File: config.mk
export PLATFORM = sky130hd
export DESIGN_NAME = arbitro_memoria_asteroides
export DESIGN_NICKNAME = d
export VERILOG_FILES = /design/src/rtl/arbitro_memoria_asteroides.sv
export SDC_FILE = /design/constraint.sdc
export NUM_CORES = 1
export LEC_CHECK = 0
export BUFFER_PORTS_ARGS = -buffer_cell sky130_fd_sc_hd__buf_2
export CAP_MARGIN = 10
export CORE_UTILIZATION = 40
export CTS_BUF_LIST = sky130_fd_sc_hd__clkbuf_8
export DETAILED_ROUTE_END_ITERATION = 16
export SLEW_MARGIN = 15
export SYNTH_ARGS = -nofsm -noshare
export SYNTH_HDL_FRONTEND = slang
export SYNTH_SLANG_ARGS = --single-unit
File: constraint.sdc
create_clock -name clock -period 2.4 [get_ports clock]
set_clock_uncertainty 0.15 [all_clocks]
set_input_delay 0.24 -clock clock [delete_from_list [all_inputs] [get_ports clock]]
set_output_delay 0.24 -clock clock [all_outputs]
set_load 0.03 [all_outputs]
File: src/rtl/arbitro_memoria_asteroides.sv
// Round-robin arbiter for the shared asteroid memory: four requesters, one grant at a time,
// released by the winner's done strobe or revoked by a cycle timeout.
module arbitro_memoria_asteroides #(
   parameter int unsigned TIMEOUT = 64
) (
   input  logic       clock,
   input  logic       reset,
   input  logic [3:0] req,
   input  logic [3:0] done,
   output logic [3:0] grant,
   output logic [1:0] sel,
   output logic       ocupado_mem,
   output logic       erro_timeout,
   output logic [3:0] cont_timeouts,
   output logic [1:0] db_estado_arbitro
);

   typedef enum logic [1:0] {
      OCIOSO  = 2'd0,
      CONCEDE = 2'd1,
      OCUPADO = 2'd2,
      LIBERA  = 2'd3
   } estado_t;

   localparam logic [7:0] TIMER_LAST = 8'(TIMEOUT - 1);

   estado_t    estado_q, estado_d;
   logic [1:0] sel_q, sel_d;
   logic [1:0] ultimo_q, ultimo_d;
   logic [7:0] timer_q, timer_d;
   logic       por_timeout_q, por_timeout_d;
   logic [3:0] cont_q, cont_d;

   logic [1:0] vencedor_s;
   logic [1:0] cand_s;
   logic       achou_s;

   // Rotating priority search starting just after the last served requester
   always_comb begin
      vencedor_s = ultimo_q;
      cand_s     = ultimo_q;
      achou_s    = 1'b0;
      for (int i = 1; i <= 4; i++) begin
         cand_s = ultimo_q + 2'(i);
         if (!achou_s && req[cand_s]) begin
            vencedor_s = cand_s;
            achou_s    = 1'b1;
         end else begin
            achou_s    = achou_s;
         end
      end
   end

   // Next-state logic for the arbitration FSM and its bookkeeping registers
   always_comb begin
      estado_d      = estado_q;
      sel_d         = sel_q;
      ultimo_d      = ultimo_q;
      timer_d       = timer_q;
      por_timeout_d = por_timeout_q;
      cont_d        = cont_q;
      case (estado_q)
         OCIOSO: begin
            if (req != 4'b0000) begin
               sel_d    = vencedor_s;
               estado_d = CONCEDE;
            end else begin
               estado_d = OCIOSO;
            end
         end
         CONCEDE: begin
            timer_d  = 8'd0;
            estado_d = OCUPADO;
         end
         OCUPADO: begin
            // done from the owner wins over a simultaneous timer expiry
            if (done[sel_q]) begin
               estado_d = LIBERA;
            end else if (timer_q == TIMER_LAST) begin
               estado_d      = LIBERA;
               por_timeout_d = 1'b1;
               cont_d        = (cont_q == 4'd15) ? 4'd15 : cont_q + 4'd1;
            end else begin
               timer_d = timer_q + 8'd1;
            end
         end
         LIBERA: begin
            ultimo_d      = sel_q;
            por_timeout_d = 1'b0;
            estado_d      = OCIOSO;
         end
         default: begin
            estado_d = OCIOSO;
         end
      endcase
   end

   // State and bookkeeping registers
   always_ff @(posedge clock or negedge reset) begin
      if (!reset) begin
         estado_q      <= OCIOSO;
         sel_q         <= 2'd0;
         ultimo_q      <= 2'd3;
         timer_q       <= 8'd0;
         por_timeout_q <= 1'b0;
         cont_q        <= 4'd0;
      end else begin
         estado_q      <= estado_d;
         sel_q         <= sel_d;
         ultimo_q      <= ultimo_d;
         timer_q       <= timer_d;
         por_timeout_q <= por_timeout_d;
         cont_q        <= cont_d;
      end
   end

   // Moore output decode from registered state only
   always_comb begin
      grant        = 4'b0000;
      ocupado_mem  = 1'b0;
      erro_timeout = 1'b0;
      case (estado_q)
         OCIOSO: begin
            ocupado_mem = 1'b0;
         end
         CONCEDE, OCUPADO: begin
            grant       = 4'b0001 << sel_q;
            ocupado_mem = 1'b1;
         end
         LIBERA: begin
            ocupado_mem  = 1'b1;
            erro_timeout = por_timeout_q;
         end
         default: begin
            grant = 4'b0000;
         end
      endcase
   end

   assign sel               = sel_q;
   assign cont_timeouts     = cont_q;
   assign db_estado_arbitro = estado_q;

endmodule

==> summary.txt <==
Logic synthesis
  – Yosys reg bits: 19
  – Synth Flop Type: dfrtp_1
  – Distinct cells, synth: 39
  – FFs w/ async S/R, synth: 100%
  – Post-synth top area share: 35.8%
  – Net Count, Synth: around 150
  – Synth area leader: dfrtp_1
  – Avg Inst Size Synth: around 9 sq um
  – Syn Std Cell Area: around 1200 sq um
  – Mapped Cells: 132
  – Post-synth top cells: nand2_1, dfrtp_1, o21ai_0
  – Count leader, synth: nand2_1
  – Synth warn: 0
  – Seq/Total Area, Yosys: around two fifths
  – Synth top area cells: dfrtp_1, ha_1, nand2_1
  – Post-synth EDFFs: 0

Drt
  – Antenna viol nets, final: 0
  – # DRC: 0
  – Routed vias: between 1000 and 1500
  – WL per Instance: roughly 14 um
  – DR iter-0 viols: 33
  – DRT Pass-1 Iters: 4
  – Via-per-instance ratio: 5.71
  – Routed wire length: around 2.7 mm

Placed design
  – DP HPWL: between 2 and 2.5 mm
  – Routability cong.: 0.840
  – Port Buf Inserts: 23
  – Placement Cell Area: 1330 sq um
  – DP Cell Count: around 180

Min path
  – Worst Hold Endpoint: sel[1]
  – Worst hold path class: in -> reg
  – Hold Crit Start: req[1]
  – Hold path cells: 4

Timing
  – Relative slew slack: 49.8%
  – Fmax: about 470 MHz
  – Fin. Hold Viols: 0
  – Worst-margin pin slew: 744 ps
  – Min Clock Period, post-route: 2130 ps
  – Fin. max-slew vios: 0
  – RSZ-0062 raised after global routing: false
  – Period utilization: roughly nine tenths
  – Setup_tns: 0 ps
  – Final Setup Violations: 0

CTS
  – Post-CTS Resized: 0
  – TritonCTS Buffers: 3
  – Worst-path clk slew: 70 ps
  – Hold buffers post-CTS: 1
  – TritonCTS clock tree: yes
  – H-tree levels: 1
  – Num Clock Sinks: 19
  – Worst-Skew Late Latency: roughly 250 ps
  – Clock tree buffer depth: 2
  – Post-CTS setup buffers: 0
  – Root Buffer Master: clkbuf_8

Global routing
  – Total GRT Usage: about a fifth
  – Initial antenna violation count: 0
  – Global-route wire length before repair: just under 5 mm
  – Total grt overflow: 0
  – Largest net degree at the start of global routing: 20
  – Number of global-route vias before repair: just over 1000

Finish
  – Final Util: about 50%
  – Antenna Cells: 0
  – Share of post-route cells with drive strength above 1: approximately 22%
  – Layout Cells excl Fill: about 190
  – Fillers: roughly 270
  – Fin area: around 1400 sq um
  – Final nets: 174
  – Syn-to-layout area delta: 16.3%

Setup path
  – CP startpoint kind: flop
  – Reg2reg start: sel[1]
  – Origin of the worst setup path: sel[1]
  – Worst Path Arrival: roughly 2100 ps
  – Crit path required time: roughly 2400 ps
  – Crit Path Class: reg -> reg
  – Reg2reg setup slack: ~270 ps
  – Maximum fanout along the worst path: 9
  – Setup crit end kind: flop
  – Reg2reg end: timer_q[5]
  – R2R cell count: 4

Die
  – Die X: roughly 57 um
  – Core Box Area: ~2800 sq um
  – Die H: between 50 and 60 um
  – Row Count: 19
  – Full die area: 3200 sq um
  – I/O pin count: 24
  – Starting Density: 42.8%

Power and ir drop
  – Final Power: between 1 and 1.5 mW
  – Pleak: between 0.6 and 0.7 nW
  – Max IR drop VDD: between 0.0007 and 0.0008 V
  – Cell area power density: ~1100 nW/um^2

Status
  – Outcome: finished, final reports clean

Run
  – Max-cap violations: 0
## worst max-delay path, stage by stage (launching register included)
cell and delay [ps]:
dfrtp_1 530, mux2_4 350, o22a_1 290, or4_1 560, mux2i_1 130
## worst max path at each step
stage / slack, ps / endpoint / cells after the start
detailed placement: 280 / timer_q[5] / 4
CTS: 270 / timer_q[5] / 4
floorplan: 220 / timer_q[5] / 5
global route: 110 / timer_q[5] / 6
finish: 270 / timer_q[5] / 4
global placement: 340 / timer_q[5] / 5
## layout make-up
cell class / count / area, sq um / area share [%]
Multi-Input combinational cell: 101 / 658 / 47.6
Sequential cell: 19 / 478 / 34.5
Timing Repair Buffer: 25 / 133 / 9.58
Clock buffer: 3 / 41.3 / 2.98
Tap cell: 31 / 38.8 / 2.80
Inverter: 8 / 30.0 / 2.17
Clock inverter: 1 / 5.00 / 0.362
## per-layer routing
| layer | wire length [um] | global-route usage [%] |
|---|---|---|
| met3 | 84 | 3.00 |
| met1 | 1310 | 26.8 |
| met2 | 1290 | 31.1 |
| met5 | 0 | 0 |
| met4 | 17 | 6.27 |
## stage by stage
step                      hold slack (ps)  setup WS [ps]
final                                 241            271
after global routing                  280            108
after CTS                             227            268
after detailed placement             58.2            279
after global placement               54.9            338
after floorplan                      -206            219
## kinds of logic after synthesis
group,Yosys count,share of synthesized area [%]
compound gates,36,20.0
flops,19,40.2
buf+inv,12,4.52
mux,7,6.84
simple gates,52,22.2
fa+ha+maj,6,6.31
## state kept, by name, summed over array words and instances, names as in the netlist
signal and count:
por_timeout_q 1, ultimo_q 2, db_estado_arbitro 2, timer_q 8, sel 2, cont_timeouts 4
## layout by cell type (no fill, tap or decap), drive strengths merged, types with 2 or more instances in the layout
| cell | n |
|---|---|
| inv | 8 |
| o21ai | 11 |
| nand3 | 5 |
| o22ai | 2 |
| nor2 | 5 |
| nand2 | 18 |
| nor3b | 2 |
| mux2 | 3 |
| nor2b | 5 |
| dfrtp | 17 |
| and3 | 3 |
| buf | 24 |
| dfstp | 2 |
| clkbuf | 3 |
| a41oi | 3 |
| mux2i | 4 |
| a31oi | 6 |
| nor3 | 6 |
| ha | 6 |
| a21oi | 4 |
| nand2b | 2 |
## where the power goes
part	total (mW)	switching, mW	leakage, nW	internal (mW)
Sequential	0.505	0.102	0.248	0.403
Combinational	0.758	0.488	0.403	0.270
Clock	0.223	0.108	0.0255	0.115
Power figures use the tool's default switching activity.
